--- config.mk ---
export PLATFORM = sky130hd
export DESIGN_NAME = ssd_scan_driver_flat
export DESIGN_NICKNAME = d
export VERILOG_FILES = /design/src/rtl/ssd_scan_driver_if.sv /design/src/rtl/ssd_scan_driver.sv /design/src/flat_wrapper.sv
export SDC_FILE = /design/constraint.sdc
export NUM_CORES = 1
export LEC_CHECK = 0
export ABC_AREA = 1
export CORE_MARGIN = 3
export CORE_UTILIZATION = 25
export CTS_BUF_LIST = sky130_fd_sc_hd__clkbuf_4 sky130_fd_sc_hd__clkbuf_8 sky130_fd_sc_hd__clkbuf_16
export CTS_CLUSTER_SIZE = 28
export DETAILED_ROUTE_END_ITERATION = 6
export PLACE_DENSITY_LB_ADDON = 0.08
export SLEW_MARGIN = 20
export SYNTH_ARGS = -nofsm -noshare
export SYNTH_HDL_FRONTEND = slang
export SYNTH_SLANG_ARGS = --single-unit
--- constraint.sdc ---
create_clock -name clk -period 1.75 [get_ports clk]
set_input_delay 0.35 -clock clk [delete_from_list [all_inputs] [get_ports clk]]
set_output_delay 0.35 -clock clk [all_outputs]
set_load 0.05 [all_outputs]
--- src/rtl/ssd_scan_driver_if.sv ---
// Display-side bundle of the seven-segment scan driver: symbol codes and blink
// mask in, active-low digit enables and segments out.
interface ssd_scan_driver_if;
   logic [19:0] ssd;
   logic [3:0]  blink_mask;
   logic [3:0]  AN;
   logic [6:0]  seven_out;

   modport master (output ssd, output blink_mask, input AN, input seven_out);
   modport slave  (input ssd, input blink_mask, output AN, output seven_out);
endinterface

--- src/rtl/ssd_scan_driver.sv ---
// Four-digit multiplexed seven-segment driver with frame-level anti-tearing snapshot.
// Optional blinking is compiled in with macro SSD_BLINK_EN.
module ssd_scan_driver #(
   parameter int DIGIT_CYCLES      = 100000,
   parameter int BLINK_HALF_CYCLES = 50000000
) (
   input  logic               clk,
   input  logic               rst,
   ssd_scan_driver_if.slave   bus
);
   localparam int             PW       = (DIGIT_CYCLES > 1) ? $clog2(DIGIT_CYCLES) : 1;
   localparam logic [PW-1:0]  P_LAST   = PW'(DIGIT_CYCLES - 1);
   localparam logic [19:0]    BLANK4   = {4{5'd19}};
   localparam logic [6:0]     SEG_OFF  = 7'b1111111;

   logic [PW-1:0] presc_reg;
   logic [1:0]    idx_reg;
   logic [19:0]   snap_reg;
   logic          started_reg;
   logic [3:0]    an_reg;
   logic [6:0]    seg_reg;

   logic [4:0]    slot_code [4];
   logic          slot_end;
   logic          frame_end;
   logic          blank_now;
   logic [3:0]    an_next;
   logic [6:0]    seg_next;

   function automatic logic [6:0] decode(input logic [4:0] code);
      logic [6:0] seg;
      case (code)
         5'd0:    seg = 7'b0000001;
         5'd1:    seg = 7'b1001111;
         5'd2:    seg = 7'b0010010;
         5'd3:    seg = 7'b0000110;
         5'd4:    seg = 7'b1001100;
         5'd5:    seg = 7'b0100100;
         5'd6:    seg = 7'b0100000;
         5'd7:    seg = 7'b0001111;
         5'd8:    seg = 7'b0000000;
         5'd9:    seg = 7'b0000100;
         5'd10:   seg = 7'b0110001;
         5'd11:   seg = 7'b1110001;
         5'd12:   seg = 7'b0100100;
         5'd13:   seg = 7'b1000010;
         5'd14:   seg = 7'b0000001;
         5'd15:   seg = 7'b0011000;
         5'd16:   seg = 7'b0110000;
         5'd17:   seg = 7'b1101010;
         5'd18:   seg = 7'b1111110;
         default: seg = 7'b1111111;
      endcase
      return seg;
   endfunction

   // Index i shows the leftmost-first slice of the frozen snapshot.
   genvar gi;
   generate
      for (gi = 0; gi < 4; gi++) begin : g_slot
         assign slot_code[gi] = snap_reg[19 - 5*gi -: 5];
      end
   endgenerate

   assign slot_end  = (presc_reg == P_LAST);
   assign frame_end = slot_end && (idx_reg == 2'd3);
   assign an_next   = ~(4'b1000 >> idx_reg);

`ifdef SSD_BLINK_EN
   localparam int             BW      = (BLINK_HALF_CYCLES > 1) ? $clog2(BLINK_HALF_CYCLES) : 1;
   localparam logic [BW-1:0]  B_LAST  = BW'(BLINK_HALF_CYCLES - 1);

   logic [BW-1:0] blink_cnt_reg;
   logic          phase_on_reg;
   logic [3:0]    mask_reg;

   assign blank_now = !phase_on_reg && mask_reg[3 - idx_reg];

   // Mask is latched at slot boundaries so a change never cuts a digit slot short.
   always_ff @(posedge clk) begin
      if (rst) begin
         blink_cnt_reg <= '0;
         phase_on_reg  <= 1'b1;
         mask_reg      <= 4'b0000;
      end else if (!started_reg) begin
         mask_reg      <= bus.blink_mask;
      end else begin
         if (blink_cnt_reg == B_LAST) begin
            blink_cnt_reg <= '0;
            phase_on_reg  <= !phase_on_reg;
         end else begin
            blink_cnt_reg <= blink_cnt_reg + 1'b1;
         end
         if (slot_end) begin
            mask_reg <= bus.blink_mask;
         end
      end
   end
`else
   wire unused_blink_mask = ^bus.blink_mask;
   assign blank_now = 1'b0;
`endif

   assign seg_next = blank_now ? SEG_OFF : decode(slot_code[idx_reg]);

   // The first cycle after reset only loads the snapshot, so digit 0 appears one cycle later.
   always_ff @(posedge clk) begin
      if (rst) begin
         presc_reg   <= '0;
         idx_reg     <= 2'd0;
         snap_reg    <= BLANK4;
         started_reg <= 1'b0;
         an_reg      <= 4'b1111;
         seg_reg     <= SEG_OFF;
      end else if (!started_reg) begin
         started_reg <= 1'b1;
         snap_reg    <= bus.ssd;
      end else begin
         an_reg  <= an_next;
         seg_reg <= seg_next;
         if (slot_end) begin
            presc_reg <= '0;
            idx_reg   <= idx_reg + 2'd1;
         end else begin
            presc_reg <= presc_reg + 1'b1;
         end
         if (frame_end) begin
            snap_reg <= bus.ssd;
         end
      end
   end

   assign bus.AN        = an_reg;
   assign bus.seven_out = seg_reg;
endmodule
--- src/flat_wrapper.sv ---
// flat-port wrapper written by rule: the top's interface ports become plain ports
module ssd_scan_driver_flat 
#(
   parameter int DIGIT_CYCLES      = 100000,
   parameter int BLINK_HALF_CYCLES = 50000000
)
  (clk, rst, bus_ssd, bus_blink_mask, bus_AN, bus_seven_out);
  ssd_scan_driver_if bus_i ();
  input  logic clk;
  input  logic rst;
  input wire logic [$bits(bus_i.ssd)-1:0] bus_ssd;
  input wire logic [$bits(bus_i.blink_mask)-1:0] bus_blink_mask;
  output wire logic [$bits(bus_i.AN)-1:0] bus_AN;
  output wire logic [$bits(bus_i.seven_out)-1:0] bus_seven_out;
  assign bus_i.ssd = bus_ssd;
  assign bus_i.blink_mask = bus_blink_mask;
  assign bus_AN = bus_i.AN;
  assign bus_seven_out = bus_i.seven_out;
  ssd_scan_driver #(.DIGIT_CYCLES(DIGIT_CYCLES), .BLINK_HALF_CYCLES(BLINK_HALF_CYCLES)) u_core (.clk(clk), .rst(rst), .bus(bus_i));
endmodule
# Word-level counts from Yosys, hierarchy flattened
# Memory sizes are Yosys's and may differ from the RTL's. A register that Yosys moved wholly into a read port is not among the register bits.
# Index checks and enable logic that the tools add are counted.
# totals
out_inout_bits,11
inputBits,26
wordCells,24
mem_bits_ro,224
register_bits,44
mem_count,1
# mem_list
memory,words,width,rd,rd_clocked_by_memory_dff,wr,line_no,text
(name not given),32,7,1,1,0,ssd_scan_driver.sv:32,case (code)
# classes
add_sub_neg,2
n_shift,1
muxes,7
magnitude_cmp,1
n_reduce_logical,2
n_eq_ne,3
bitwise_logic,2
# op_table
operator,count
$mux W20,2
$add A17 B1 Y17 const B,1
$eq A17 B17 Y1 const B,1
$mux W17,1
$bmux W5 S2,1
$mux W5,2
$not A4 Y4,1
$shr A4 B2 Y4 const A,1
$ge A3 B3 Y1 const B,1
$not A2 Y3,1
$add A2 B1 Y2 const B,1
$eq A2 B2 Y1 const B,1
$ne A2 B2 Y1 const B,1
$reduce_and A2 Y1,1
$logic_and A1 B1 Y1,1
$mux W1,1

# Longest topological paths before layout
# Gate-level depths: netlist of run 1.
# depth
word_depth,4
mapped_depth,13

# Least setup slack after synthesis of run 1
# OpenSTA, ideal clock, no wires.
# synth_path
path_kind,register -> register
start,register u_core.idx_reg[0]
end,register u_core.seg_reg[3] (netlist: u_core.bus.seven_out[3])
arrival_ns,1.587
path_buffers,1
stages_incl_launch_ff,13
period_less_slack_ns,1.647
setup_time_ns,0.060
slack_ns,0.103
path_cell_list,dfxtp_1 > inv_2 > buf_6 > nand2_1 > nand3_1 > nand2_1 > inv_1 > ha_1 > o21ai_0 > nand2_1 > nand2_1 > nand2_1 > nand2_1
# synth_via
elab_chain_len,4
# synth_rtl
item,line_no,text
from (decl),ssd_scan_driver.sv:17,logic [1:0] idx_reg;
from (signal assigned),ssd_scan_driver.sv:123,idx_reg <= idx_reg + 2'd1;
$not A2 Y3 (implied by the code),ssd_scan_driver.sv:104,assign seg_next = blank_now ? SEG_OFF : decode(slot_code[idx_reg]);
$bmux W5 S2,ssd_scan_driver.sv:104,
$mux W5 (implied by the code) (2 in a row),ssd_scan_driver.sv:104,
to (decl),ssd_scan_driver.sv:21,logic [6:0] seg_reg;
# No other way between the ends. The select of a mux whose other input is x is not followed.
# A chain may end at the register's enable or synchronous reset.

# Worst setup path after layout of run 1
# Same ends and word-level chain as after synthesis.

==> run metrics, run 1 <==
status=finished, final reports clean; PD cells=725 nW/µm²; Clock Latency Late Sink=approximately 290 ps; dpl ws=-4.78 ps; max reg flops=20; area growth from synthesis to layout=26.1%; Total Routing Usage GR=0.123; first-pass GRT wire length=13000 µm; startpoint types=register; TNS Setup=0 ps; relative slew slack=0.821; routability cong.=approximately 0.80; total core area=roughly 11000 µm²; Seq/Total Area, Yosys=0.349; worst slew pin tran=267 ps; simple-gate area share of the yosys netlist=0.418; fin. max-slew vios=0; WS Path Type=reg2reg; initial antenna violation count=0; min cycle time layout=1630 ps; Max Freq=just over 600 MHz; CTS H-tree depth=2; TritonCTS Sinks=51; Pre-Repair DR Iteration Count=4; Die H=114 µm; TritonCTS clock tree=built; synth warn=0; largest net degree at the start of global routing=27; worst-path maximum fanout=7; Hold Path Cell Cnt=2; Chip Width=between 100 and 150 µm; cells after synthesis=421; register area=1020 µm²; flops & latches, synth=between 50 and 60; Final Cycle Share=0.929; footprint of the multi-input gates=1630 µm²; grt ovf=0; Synth Area in Adders=0.0513; XOR/XNOR Fraction of Synth Area=0.0179; final setup vio count=0; Clock Tree Root=clkbuf_16; worst vdd rail ir drop=just over 0.4 mV; Setup WS post-layout=123 ps; WP data required=1980 ps; Rows=38; Yosys cell types=32; worst hold slack=458 ps; final wirelength=roughly 7400 µm; Max-Cap Viols=0; Nets=510; Antenna Cells=0; cts bufs inserted=5; synthesized cell area=a little under 3000 µm²; initial drt markers=140; CP Capture Type=register; Clock Path Buffers=2; Syn Area/Cell=6.95 µm²; skew final=9.71 ps; complex-gate fraction of the synthesized area=0.0658; Tightest Hold Check Type=reg2reg; Final Hold Vio Count=0; most common cell after layout, fill and taps aside=nand2_1; # DRC=0; Initial Util=0.263; IO Port Bufs=32; P_leak=roughly 0.0017 µW; total vias in the final route=2716; Avg Vias per Cell=4.43; commonest non-fill, non-tap cells in the layout=111 x nand2_1, 63 x nand3_1, 50 x nor2_1, 50 x dfxtp_1; Reg clk slew, reported paths=70 ps; number of global-route vias before repair=2696; layout cells sized above 1=0.182; syn nets=459; largest family of logic cells by synthesized area=simple AND/OR/NAND/NOR gates; WL/cell=~12 µm; DIE AREA=13000 µm²; ANT nets after route=0; Fillers=1244; FF-to-FF path depth=11; WP data arrival=1860 ps; post-detail-place hpwl=between 5000 and 6000 µm; I/O Pins=37; mux cell area share after synthesis=0; R2R Setup Slk=approximately 120 ps
-- through the flow --
step	utilization	cell area (µm²)	power, µW	instances
2_1_floorplan	-	2930	1560	421
3_3_place_gp	0.315	3510	1730	603
3_5_place_dp	0.315	3510	1730	603
4_1_cts	0.329	3660	2720	611
5_1_grt	0.332	3690	2830	613
6_report	0.332	3690	2680	613
-- cell usage after synthesis --
cell	number	area, µm²
nand2_1	112	420
nand3_1	64	320
dfxtp_1	51	1020
nor2_1	50	188
inv_1	36	135
a21oi_1	15	75.1
ha_1	12	150
a21oi_2	8	70.1
o21ai_0	8	40.0
nand2_2	6	37.5
xor2_1	6	52.6
nand4_1	5	31.3
nor2_2	5	31.3
nor3_1	5	25.0
buf_2	4	20.0
buf_4	4	30.0
buf_6	3	33.8
clkbuf_1	3	11.3
inv_2	3	11.3
nand2_4	3	33.8
buf_12	2	40.0
nand3_2	2	20.0
nand3_4	2	35.0
nand3b_1	2	15.0
nor3_2	2	20.0
or2_2	2	12.5
a211oi_1	1	7.51
buf_1	1	3.75
clkinv_1	1	3.75
nand3b_4	1	20.0
or2_0	1	6.26
or2_1	1	6.26
-- per-layer routing --
metal	global-route usage	up-vias	routed length, µm
met3	0.0222	4	247
met4	0.0333	0	64
met5	0	-	0
li1	-	1441	-
met2	0.205	40	3490
met1	0.162	1231	3640
-- cell type report --
cell class              instances  area share
multi-input cells             313       0.442
flip-flops and latches         51       0.278
repair buffers                 61       0.152
well taps                     140      0.0475
inverters                      40      0.0414
clock buffers                   6      0.0359
clock inverters                 2     0.00339
-- where the power goes --
group	internal, µW	leakage [µW]	total, µW	switching, µW
logic	197	0.00122	459	261
clock network	545	0.0000703	974	429
registers	1210	0.000419	1240	32.6
-- repair_timing --
item,in CTS,in global routing
hold buffers,0,0
setup endpoints to repair,5,20
pin swaps,0,3
gates resized for setup,1,6
setup buffers,0,2
gates cloned,0,0
-- kinds of logic after synthesis --
| family | Yosys count |
|---|---|
| buf+inv | 57 |
| flops | 51 |
| xor+xnor | 6 |
| simple gates | 263 |
| fa+ha+maj | 12 |
| compound gates | 32 |
-- worst max-delay path, cell delays in order, from the launching register on --
cell and delay, ps:
dfxtp_4 400, inv_4 60, nand2_1 50, nand3_1 70
nand2_1 100, inv_1 90, ha_1 320, o21ai_0 230
nand2_1 70, nand2_1 70, nand2_1 60, nand2_1 50
-- path summary, 6_finish.rpt --
check                                     startpoint                      end
worst min register to register  u_core.slot_code[10]     u_core.slot_code[10]
worst min-delay path            u_core.slot_code[10]     u_core.slot_code[10]
worst max-delay path               u_core.idx_reg[0]  u_core.bus.seven_out[3]
worst max register to register     u_core.idx_reg[0]  u_core.bus.seven_out[3]
No activity file was read; power rests on OpenSTA's default activity.
==> run 2: changes to the inputs <==
==> constraint.sdc (replaced) <==
create_clock -name clk -period 1.92 [get_ports clk]
set_input_delay 0.384 -clock clk [delete_from_list [all_inputs] [get_ports clk]]
set_output_delay 0.384 -clock clk [all_outputs]
set_load 0.05 [all_outputs]
==> run 2 against run 1 <==
  * Utilization is 0.85 points lower
  * Via count decreased by 2.9%
  * Global-route usage down 0.33 points
  * Combinational power fell by 14%
  * Clock power fell by 5.3%
  * Final cell count down 2.3%
  * Cell area fell by 2.6%
  * Clock-buffer cell count is 1 higher
  * Register-to-register slack better by 110 ps
  * First-iteration DRC count up 24%
==> run metrics, run 2 (synthesized netlist as in run 1, its figures left out) <==
status=finished, final reports clean; Max Freq=545 MHz; Total Routing Usage GR=0.119; WP data arrival=1450 ps; Chip Width=114 µm; Die H=114 µm; slowest CP cell=clkdlybuf4s50_1; grt met3 use=0.0211; IO Port Bufs=32; WP data required=roughly 1500 ps; met2 Usage GRT=0.206; Nets=just under 500; cts bufs inserted=5; unrepaired setup endpoints after global routing=false; layout cells sized above 1=0.129; first-pass GRT wire length=between 10000 and 15000 µm; post-detail-place hpwl=roughly 5500 µm; largest net degree at the start of global routing=30; Post-Place Cells=just under 600; fin. max-slew vios=0; Initial Util=0.263; number of global-route vias before repair=2674; Final Cycle Share=0.956; Reg clk slew, reported paths=about 70 ps; Antenna Cells=0; busiest grt layer=met2; Clock Tree Root=clkbuf_16; DIE AREA=13000 µm²; area growth from synthesis to layout=22.8%; Avg Vias per Cell=4.40; startpoint types=register; final setup vio count=0; initial antenna violation count=0; ANT nets after route=0; relative slew slack=0.665; most common cell after layout, fill and taps aside=nand2_1; worst path bufs/invs=1; WL/cell=12.2 µm; Fillers=1245; TNS Setup=0 ps; total core area=11100 µm²; commonest non-fill, non-tap cells in the layout=111 x nand2_1, 64 x nand3_1, 50 x nor2_1, 50 x dfxtp_1, 36 x inv_1; routability cong.=0.795; skew final=slightly below 8 ps; Final Instance Count excl. Fillers=599; CTS H-tree depth=2; met1 track demand over resource=0.154; # DRC=0; PD cells=about 680 nW/µm²; worst vdd rail ir drop=0.356 mV; CP Capture Type=output port; Clock Latency Late Sink=between 200 and 300 ps; hold buffer count at CTS=0; Final Hold Vio Count=0; P_leak=0.00164 µW; final wirelength=~7300 µm; Max-Cap Viols=0; Finished Core Util=0.323; Rows=38; initial drt markers=173; min cycle time layout=1840 ps; Tightest Hold Check Type=reg2reg; Pre-Repair DR Iteration Count=6; I/O Pins=37; max reg flops=20; total vias in the final route=2638; grt ovf=0; crit path cell chain=clkdlybuf4s50_1; CP peak stage delay=810 ps; Clock Path Buffers=2; TritonCTS Sinks=51; WS Path Type=reg2out; worst slew pin tran=501 ps; worst-path maximum fanout=2; worst hold slack=457 ps; Worst path top cell family by delay=buffers and inverters; TritonCTS clock tree=built
-- run 2: cell type report --
class	count	area [µm²]	area share
timing repair buffer	47	470	0.131
tap	140	175	0.0487
clock buffer	7	146	0.0407
sequential	51	1020	0.284
clock inverter	1	8.76	0.00244
inverter	40	153	0.0424
multi-input combinational	313	1620	0.451
-- run 2: repair_timing --
item / in CTS / in global routing
buffers inserted: 0 / 0
gates resized for setup: 0 / 3
endpoints found under the setup margin: 0 / 11
-- run 2: worst min-delay path: cells and delay by family, from the launching register on --
kind             cells  cell delay [ps]
AND/OR/NAND/NOR      2              100
flip-flops           1              330
-- run 2: final timing paths --
| kind | start | to | slack, ps | cells after the start |
|---|---|---|---|---|
| max | u_core.bus.AN[3] | bus_AN[3] | 80 | 1 |
| min | u_core.slot_code[10] | u_core.slot_code[10] | 460 | 2 |
| max reg2reg | u_core.idx_reg[1] | u_core.bus.seven_out[3] | 230 | 11 |
| min reg2reg | u_core.slot_code[10] | u_core.slot_code[10] | 460 | 2 |
-- run 2: routing by layer --
layer | share of wire | vias to the layer above
met3 | 0.027 | 4
met5 | 0 | -
met2 | 0.47 | 29
met1 | 0.49 | 1189
li1 | - | 1416
met4 | 0.0090 | 0
-- run 2: power by group --
part	switching, µW	internal [µW]	leakage [µW]
clock network	386	536	0.0000775
registers	29.7	1100	0.000419
logic	229	165	0.00114
-- run 2: stage by stage --
stage | setup WS, ps | instance area (µm²) | total power, µW
floorplan | 273 | 2930 | 1420
global placement | 148 | 3430 | 1560
detailed placement | 137 | 3430 | 1560
CTS | 63.4 | 3590 | 2510
global route | 32.6 | 3600 | 2590
finish | 85.0 | 3600 | 2450
